<file path="src/rtl/timer_pkg.sv">
// Shared types and constants for the BCD down-counter timer.
// State encoding, BCD digit width/limits and the load-value clamp helper.
package timer_pkg;

  typedef enum logic [1:0] {
    IDLE    = 2'd0,
    RUNNING = 2'd1,
    PAUSED  = 2'd2,
    EXPIRED = 2'd3
  } state_e;

  localparam int             BCD_W   = 4;
  localparam logic [BCD_W-1:0] BCD_MAX = 4'd9;
  localparam logic [BCD_W-1:0] SEX_MAX = 4'd5;

  function automatic logic [BCD_W-1:0] bcd_clamp(input logic [BCD_W-1:0] val,
                                                  input logic [BCD_W-1:0] max);
    return (val > max) ? max : val;
  endfunction

endpackage

</file>
<file path="src/rtl/bcd_down_digit.sv">
// One BCD down-counting digit: counts MAX..0, wraps to MAX on borrow.
// borrow_in means every lower digit is zero, so this digit steps on the next decrement.
module bcd_down_digit
  import timer_pkg::*;
#(
  parameter logic [BCD_W-1:0] MAX = BCD_MAX
) (
  input  logic             clock,
  input  logic             reset,
  input  logic             dec_en,
  input  logic             borrow_in,
  input  logic             load,
  input  logic [BCD_W-1:0] load_val,
  output logic [BCD_W-1:0] value,
  output logic             borrow_out
);

  logic [BCD_W-1:0] value_q, value_d;

  always_comb begin
    value_d = value_q;
    if (load) begin
      value_d = load_val;
    end else if (dec_en && borrow_in) begin
      value_d = (value_q == '0) ? MAX : value_q - 1'b1;
    end
  end

  always_ff @(posedge clock or posedge reset) begin
    if (reset) value_q <= '0;
    else       value_q <= value_d;
  end

  assign value      = value_q;
  assign borrow_out = borrow_in & (value_q == '0);

endmodule

</file>
<file path="src/rtl/bcd_down_timer.sv">
// Multi-digit BCD down timer with load/start/pause, tick-strobed counting and done pulse.
// Optional periodic mode: define TIMER_AUTORELOAD_EN to reload the preset on reaching zero.
//
//   state   | meaning
//   IDLE    | loaded or reset, waiting for start
//   RUNNING | decrementing one LSB per tick
//   PAUSED  | holding value, ticks ignored
//   EXPIRED | reached zero, holding 0
module bcd_down_timer
  import timer_pkg::*;
#(
  parameter int DIGITS      = 4,
  parameter bit SEXAGESIMAL = 1'b1
) (
  input  logic                    clock,
  input  logic                    reset,
  input  logic                    load,
  input  logic [BCD_W*DIGITS-1:0] load_value,
  input  logic                    start,
  input  logic                    pause,
  input  logic                    tick,
  output logic [BCD_W*DIGITS-1:0] count,
  output logic                    running,
  output logic                    done
);

  localparam int W = BCD_W * DIGITS;

  state_e         state_q, state_d;
  logic           done_q, done_d;
  logic           dec_en;
  logic           digit_load;
  logic [W-1:0]   load_clamped;
  logic [W-1:0]   digit_load_val;
  logic [DIGITS:0] borrow;
  logic           count_zero;
  logic           count_is_one;

  assign borrow[0] = 1'b1;

  for (genvar gi = 0; gi < DIGITS; gi++) begin : g_digit
    localparam logic [BCD_W-1:0] DMAX = (SEXAGESIMAL && gi == 1) ? SEX_MAX : BCD_MAX;

    assign load_clamped[gi*BCD_W +: BCD_W] = bcd_clamp(load_value[gi*BCD_W +: BCD_W], DMAX);

    bcd_down_digit #(.MAX(DMAX)) u_digit (
      .clock      (clock),
      .reset      (reset),
      .dec_en     (dec_en),
      .borrow_in  (borrow[gi]),
      .load       (digit_load),
      .load_val   (digit_load_val[gi*BCD_W +: BCD_W]),
      .value      (count[gi*BCD_W +: BCD_W]),
      .borrow_out (borrow[gi+1])
    );
  end

  // The borrow chain out of the top digit is exactly "all digits zero".
  assign count_zero   = borrow[DIGITS];
  assign count_is_one = (count == {{(W-1){1'b0}}, 1'b1});

`ifdef TIMER_AUTORELOAD_EN
  logic [W-1:0] preset_q;
  logic         preset_zero;
  logic         reload;

  always_ff @(posedge clock or posedge reset) begin
    if (reset)     preset_q <= '0;
    else if (load) preset_q <= load_clamped;
  end

  assign preset_zero    = (preset_q == '0);
  assign reload         = dec_en & count_is_one & ~preset_zero;
  assign digit_load     = load | reload;
  assign digit_load_val = load ? load_clamped : preset_q;
`else
  assign digit_load     = load;
  assign digit_load_val = load_clamped;
`endif

  always_comb begin
    state_d = state_q;
    done_d  = 1'b0;
    dec_en  = 1'b0;
    if (load) begin
      state_d = IDLE;
    end else begin
      case (state_q)
        IDLE, EXPIRED: begin
          if (start && !pause && !count_zero) state_d = RUNNING;
        end
        RUNNING: begin
          if (pause) begin
            state_d = PAUSED;
          end else if (tick) begin
            dec_en = 1'b1;
            if (count_is_one) begin
              done_d = 1'b1;
`ifdef TIMER_AUTORELOAD_EN
              if (preset_zero) state_d = EXPIRED;
`else
              state_d = EXPIRED;
`endif
            end
          end
        end
        PAUSED: begin
          if (start && !pause) state_d = RUNNING;
        end
        default: state_d = IDLE;
      endcase
    end
  end

  always_ff @(posedge clock or posedge reset) begin
    if (reset) begin
      state_q <= IDLE;
      done_q  <= 1'b0;
    end else begin
      state_q <= state_d;
      done_q  <= done_d;
    end
  end

  assign running = (state_q == RUNNING);
  assign done    = done_q;

endmodule

</file>
<file path="config.mk">
export PLATFORM = sky130hd
export DESIGN_NAME = bcd_down_timer
export DESIGN_NICKNAME = d
export VERILOG_FILES = /design/src/rtl/timer_pkg.sv /design/src/rtl/bcd_down_digit.sv /design/src/rtl/bcd_down_timer.sv
export SDC_FILE = /design/constraint.sdc
export NUM_CORES = 1
export LEC_CHECK = 0
export CAP_MARGIN = 20
export CORE_UTILIZATION = 45
export CTS_CLUSTER_SIZE = 24
export DETAILED_ROUTE_END_ITERATION = 10
export PLACE_DENSITY = 0.89
export RECOVER_POWER = 100
export SLEW_MARGIN = 30
export SYNTH_ARGS = -nofsm -noshare
export SYNTH_HDL_FRONTEND = slang
export SYNTH_SLANG_ARGS = --single-unit
</file>
<file path="constraint.sdc">
create_clock -name clock -period 2.5 [get_ports clock]
set_input_delay 0.375 -clock clock [delete_from_list [all_inputs] [get_ports clock]]
set_output_delay 0.375 -clock clock [all_outputs]
set_load 0.1 [all_outputs]
</file>
# Word level (Yosys, flattened, before mapping)
# Index checks and enable logic that the tools add are counted.
[classes]
magnitude_cmp = 4
bitwise = 3
n_addsub = 4
n_eq_ne = 8
reduce_logical = 18
muxes = 32
[ops]
columns = ["cell", "count"]
rows = [
  ["$mux 4", 16],
  ["$eq 16x1->1 const B", 1],
  ["$logic_not 4->1", 4],
  ["$sub 4x1->4 const B", 4],
  ["$gt 4x4->1 const B", 3],
  ["$mux 2", 6],
  ["$mux 1", 9],
  ["$reduce_bool 2->1", 4],
  ["$ne 3x3->1 const B", 2],
  ["$pmux 2 s3", 1],
  ["$logic_and 1x1->1", 5],
  ["$eq 2x2->1 const B", 2],
  ["$gt 4x3->1 const B", 1],
  ["$ne 4x3->1 const B", 1],
  ["$ne 4x4->1 const B", 1],
  ["$reduce_and 4->1", 1],
  ["$and 1x1->1", 3],
  ["$eq 2x1->1 const B", 1],
  ["$logic_not 1->1", 2],
  ["$logic_not 2->1", 1],
  ["$reduce_or 2->1", 1],
]
[totals]
in_bits = 22
regBits = 19
out_inout_bits = 18

# Longest topological paths before layout
[logic_depth]
depth_word = 9
depth_mapped = 7
ltp_nobuf = 6

# Modules after synthesis
# From an unflattened synthesis, not the netlist that was laid out.
[unflattened]
hier_cells = 151
area_unflattened_um2 = 1346.3
[modules_own_cells]
columns = ["mod", "area_each_um2", "instances", "seq_area_each_um2", "cells_per_inst"]
rows = [
  ["bcd_down_digit (g_digit[0].u_digit ...)", 242.7, 3, 100.1, 26],
  ["bcd_down_timer", 394.1, 1, 75.1, 49],
  ["bcd_down_digit (g_digit[1].u_digit)", 224.0, 1, 100.1, 24],
]

# Worst setup path after synthesis
# Ideal clock, no wire load.
[synth_timing]
path_kind = "register to register"
startpoint = "register state_q[1]"
endpoint = "register g_digit[3].u_digit.value_q[3]"
arrival_time_ps = 2488
path_slack_ps = -108
stages_incl_launch_ff = 8
n_path_buf = 1
cell_sequence = "dfrtp_1 > inv_1 > ha_1 > and3b_1 > buf_4 > nand4_4 > or4b_1 > and3b_1"
[synth_via]
elab_chain_cells = 5
[synth_rtl]
columns = ["item", "line_no", "rtl"]
rows = [
  ["start, declared", "bcd_down_timer.sv:29", "state_e state_q, state_d;"],
  ["start signal, assigned", "bcd_down_timer.sv:120", "state_q <= state_d;"],
  ["$eq 2x1->1", "--", ""],
  ["via running", "bcd_down_timer.sv:23", "output logic running,"],
  ["$mux 1", "bcd_down_timer.sv:88", "case (state_q)"],
  ["$mux 1", "bcd_down_timer.sv:85", "if (load) begin"],
  ["$logic_and 1x1->1", "bcd_down_digit.sv:24", "end else if (dec_en && borrow_in) begin"],
  ["$reduce_bool 2->1 (no source line)", "--", ""],
  ["end signal, assigned", "bcd_down_digit.sv:31", "else value_q <= value_d;"],
  ["end, declared", "bcd_down_digit.sv:18", "logic [BCD_W-1:0] value_q, value_d;"],
]
# The timed path passes the listed nets, and every way through them passes these cells.
# A chain may end at the register's enable or synchronous reset.

# Final worst setup path
[layout_timing]
startpoint = "register state_q[1]"
endpoint = "register g_digit[3].u_digit.value_q[3]"
[layout_via]
elab_chain_cells = 5
[layout_rtl]
columns = ["item", "line_no"]
rows = [
  ["$eq 2x1->1", "bcd_down_timer.sv:88"],
  ["$mux 1", "bcd_down_timer.sv:88"],
  ["$mux 1", "bcd_down_timer.sv:85"],
  ["$logic_and 1x1->1", "bcd_down_digit.sv:24"],
  ["$reduce_bool 2->1 (no source line)", "--"],
]
# No other way between the ends.

==> run summary <==
top-area cell type share of the netlist area: 0.396
synth warn: 0
Core Area: 0.00250 mm²
Tightest Hold Check Type: in2async
gr ovfl total: 0
Syn Nets: 151
wire per inst: 14.6 µm
Initial Util: 0.480
Yosys cell types: 46
Crit path required time: 2.71 ns
Fin Clk Skew: 0.00114 ns
status: complete, no violations
critical path class: reg2reg
Top Ports: 40
IO buf count: 39
main combinational cell family by area after synthesis: simple AND/OR/NAND/NOR gates
unrepaired setup endpoints after global routing: no
Worst slew margin: 0.219
setup TNS: 0 ns
Max IR drop VDD: 0.530 mV
H-tree Lvls: 1
layout cell share with drive strength beyond 1: 0.0888
vias in the first global route: 1,094
Post-CTS Setup Inserts: 0
Synth Area in Simple Gates: 0.291
Post-Synth XOR/XNOR Area: 0.0219
ys async rst share: 1.00
HPWL after detailed placement: 2250 µm
Period Utilization, post-route: 0.853
pre-CTS setup slack: 0.258 ns
Inserted Clock Buffers: 3
Routed Antenna Nets: 0
mux share of post-synthesis cell area: 0.0250
Synth area leaders: dfrtp_1 (40%), nor2_1 (4.7%), o21ai_0 (4.2%), nand2_1 (3.8%), nor4_4 (3.5%)
CTS root buf: clkbuf_4
CTS tree: done
Area growth, synth to finish: 28.2%
critical path capture point type: register
layout net count: 194
Fin. Hold Viols: 0
largest net degree at the start of global routing: 20
Cell Area, Synth: 0.00120 mm²
vias per cell: 5.96
EDFF count, synth: 0
fin cells: 199
Final Wtd Congestion: 0.861
Antenna diodes: 0
CTS Hold Bufs: 0
Synth Area in Compound Gates: 0.208
Final setup viols: 0
Seq/Total Area, Yosys: 0.396
peak fanout along the critical path: 7
Post-Synth Adder-Cell Area: 0.0209
Die Span Y: 53.6 µm
Die Footprint: 0.00288 mm²
Worst-path clk slew: 0.11 ns
Mean Syn Cell Area: 9.45 µm²
Tmin final: 2.13 ns
FP Rows: 18
post-route setup slack: 0.367 ns
P per Cell Area: 700 mW/mm²
cts repair resizes: 0
max-slew violations: 0
Crit path arrival time: 2.34 ns
Syn Inst Count: 127
Slew @ Worst Pin: 1.18 ns
clk sinks: 19
# placed instances: 195
Max-Cap Viols: 0
area of the multi-input gates: 679 µm²
die width: 53.6 µm
DRT Pass-1 Iters: 4
GRT Resource Usage Total: 0.234
initial antenna violation count: 0
residual DRC count: 0
#FFs+latches synth: 19
register area: 475 µm²
top_reg_cell synth: dfrtp_1
Fmax achieved: 469 MHz
# fillers: 223
post-layout util: 0.615
Yosys top cell by area: dfrtp_1
clk buf depth: 2
global-route wire length before repair: 4810 µm
startpoint types: register
Detailed Route WL: 2910 µm
Clock Latency Late Sink: 0.31 ns
DR iter-0 viols: 49
Via Count: 1,186
P_leak: 0.000622 µW
==> worst paths after layout <==
path	from	endpoint	slack (ns)	cells after the start
max	state_q[1]	g_digit[3].u_digit.value[3]	0.37	6
min	reset	g_digit[1].u_digit.value[2]	0.61	2
max reg2reg	state_q[1]	g_digit[3].u_digit.value[3]	0.37	6
min reg2reg	state_q[0]	state_q[0]	0.61	2
max in group asynchronous	reset	state_q[1]	1.43	2
min in group clock	state_q[0]	state_q[0]	0.61	2
==> critical path: stages, from the launching register on <==
cell and delay, ns:
dfrtp_1 0.41, inv_1 0.09, ha_1 0.27, and3b_1 0.37, nand4_4 0.18, or4b_1 0.52
and3b_1 0.19
==> metal layers <==
metal / vias to the layer above / part of all wire / GRT usage / routed length, µm
met1: 564 / 0.44 / 0.278 / 1270
met3: 6 / 0.056 / 0.0734 / 164
met5: - / 0 / 0 / 0
met4: 0 / 0.012 / 0.0833 / 35
li1: 571 / - / - / -
met2: 45 / 0.50 / 0.394 / 1440
==> kinds of logic (layout without fill, tap and decap cells) <==
kind of cell,Yosys count,count (layout)
AND/OR/NAND/NOR,56,56
buffers and inverters,9,51
flip-flops,19,19
AO/OA/AOI/OAI,35,35
XOR/XNOR,3,3
adder cells (fa/ha/maj),2,2
multiplexers,3,3
==> metrics by stage <==
step	hold WS (ns)	power, µW	cell area (µm²)
6_report	0.605	1080	1540
5_1_grt	0.640	1130	1540
4_1_cts	0.504	1110	1610
3_5_place_dp	0.591	947	1590
3_3_place_gp	0.573	930	1590
2_1_floorplan	0.326	817	1200
==> flip-flops by register name, summed over array words and instances (netlist names) <==
signal	count
state_q	2
done	1
g_digit.u_digit.value	16
==> cell usage after synthesis (2+ instances only) <==
master and instances:
nor2_1 15, inv_1 4, ha_1 2, dfrtp_1 19
nor2b_1 4, nor3_1 2, o31ai_1 2, nor4_1 2
a31oi_1 3, nand3_1 3, nand4b_1 2, a221oi_1 2
mux2i_1 3, a31o_2 2, nand3b_1 2, o21a_1 3
clkbuf_1 3, nand2_1 12, nor4_4 2, and3b_1 2
xor2_1 2, o211ai_1 3, o21ai_0 10
==> layout make-up <==
class,instances,share of cell area
clock buffers,3,0.0146
clock inverters,1,0.00325
inverters,4,0.00976
multi-input cells,99,0.442
flip-flops and latches,19,0.309
well taps,30,0.0244
repair buffers,43,0.197
==> where the power goes <==
part | internal (µW) | switching, µW
Sequential | 342 | 53.3
Clock | 59.8 | 101
Combinational | 142 | 377
==> cell usage in the layout, fill, tap and decap left out, drive strengths merged, types with 3 or more instances in the layout <==
cell type	Yosys	final
mux2i	3	3
nor2b	4	4
dfrtp	19	19
a31oi	3	3
o21ai	10	10
clkdlybuf4s50	0	20
o211ai	3	3
nor2	15	15
nand2	12	12
inv	4	4
clkbuf	3	23
o21a	3	3
nor4	4	4
nand3	3	3
(Power assumes the default switching activity.)
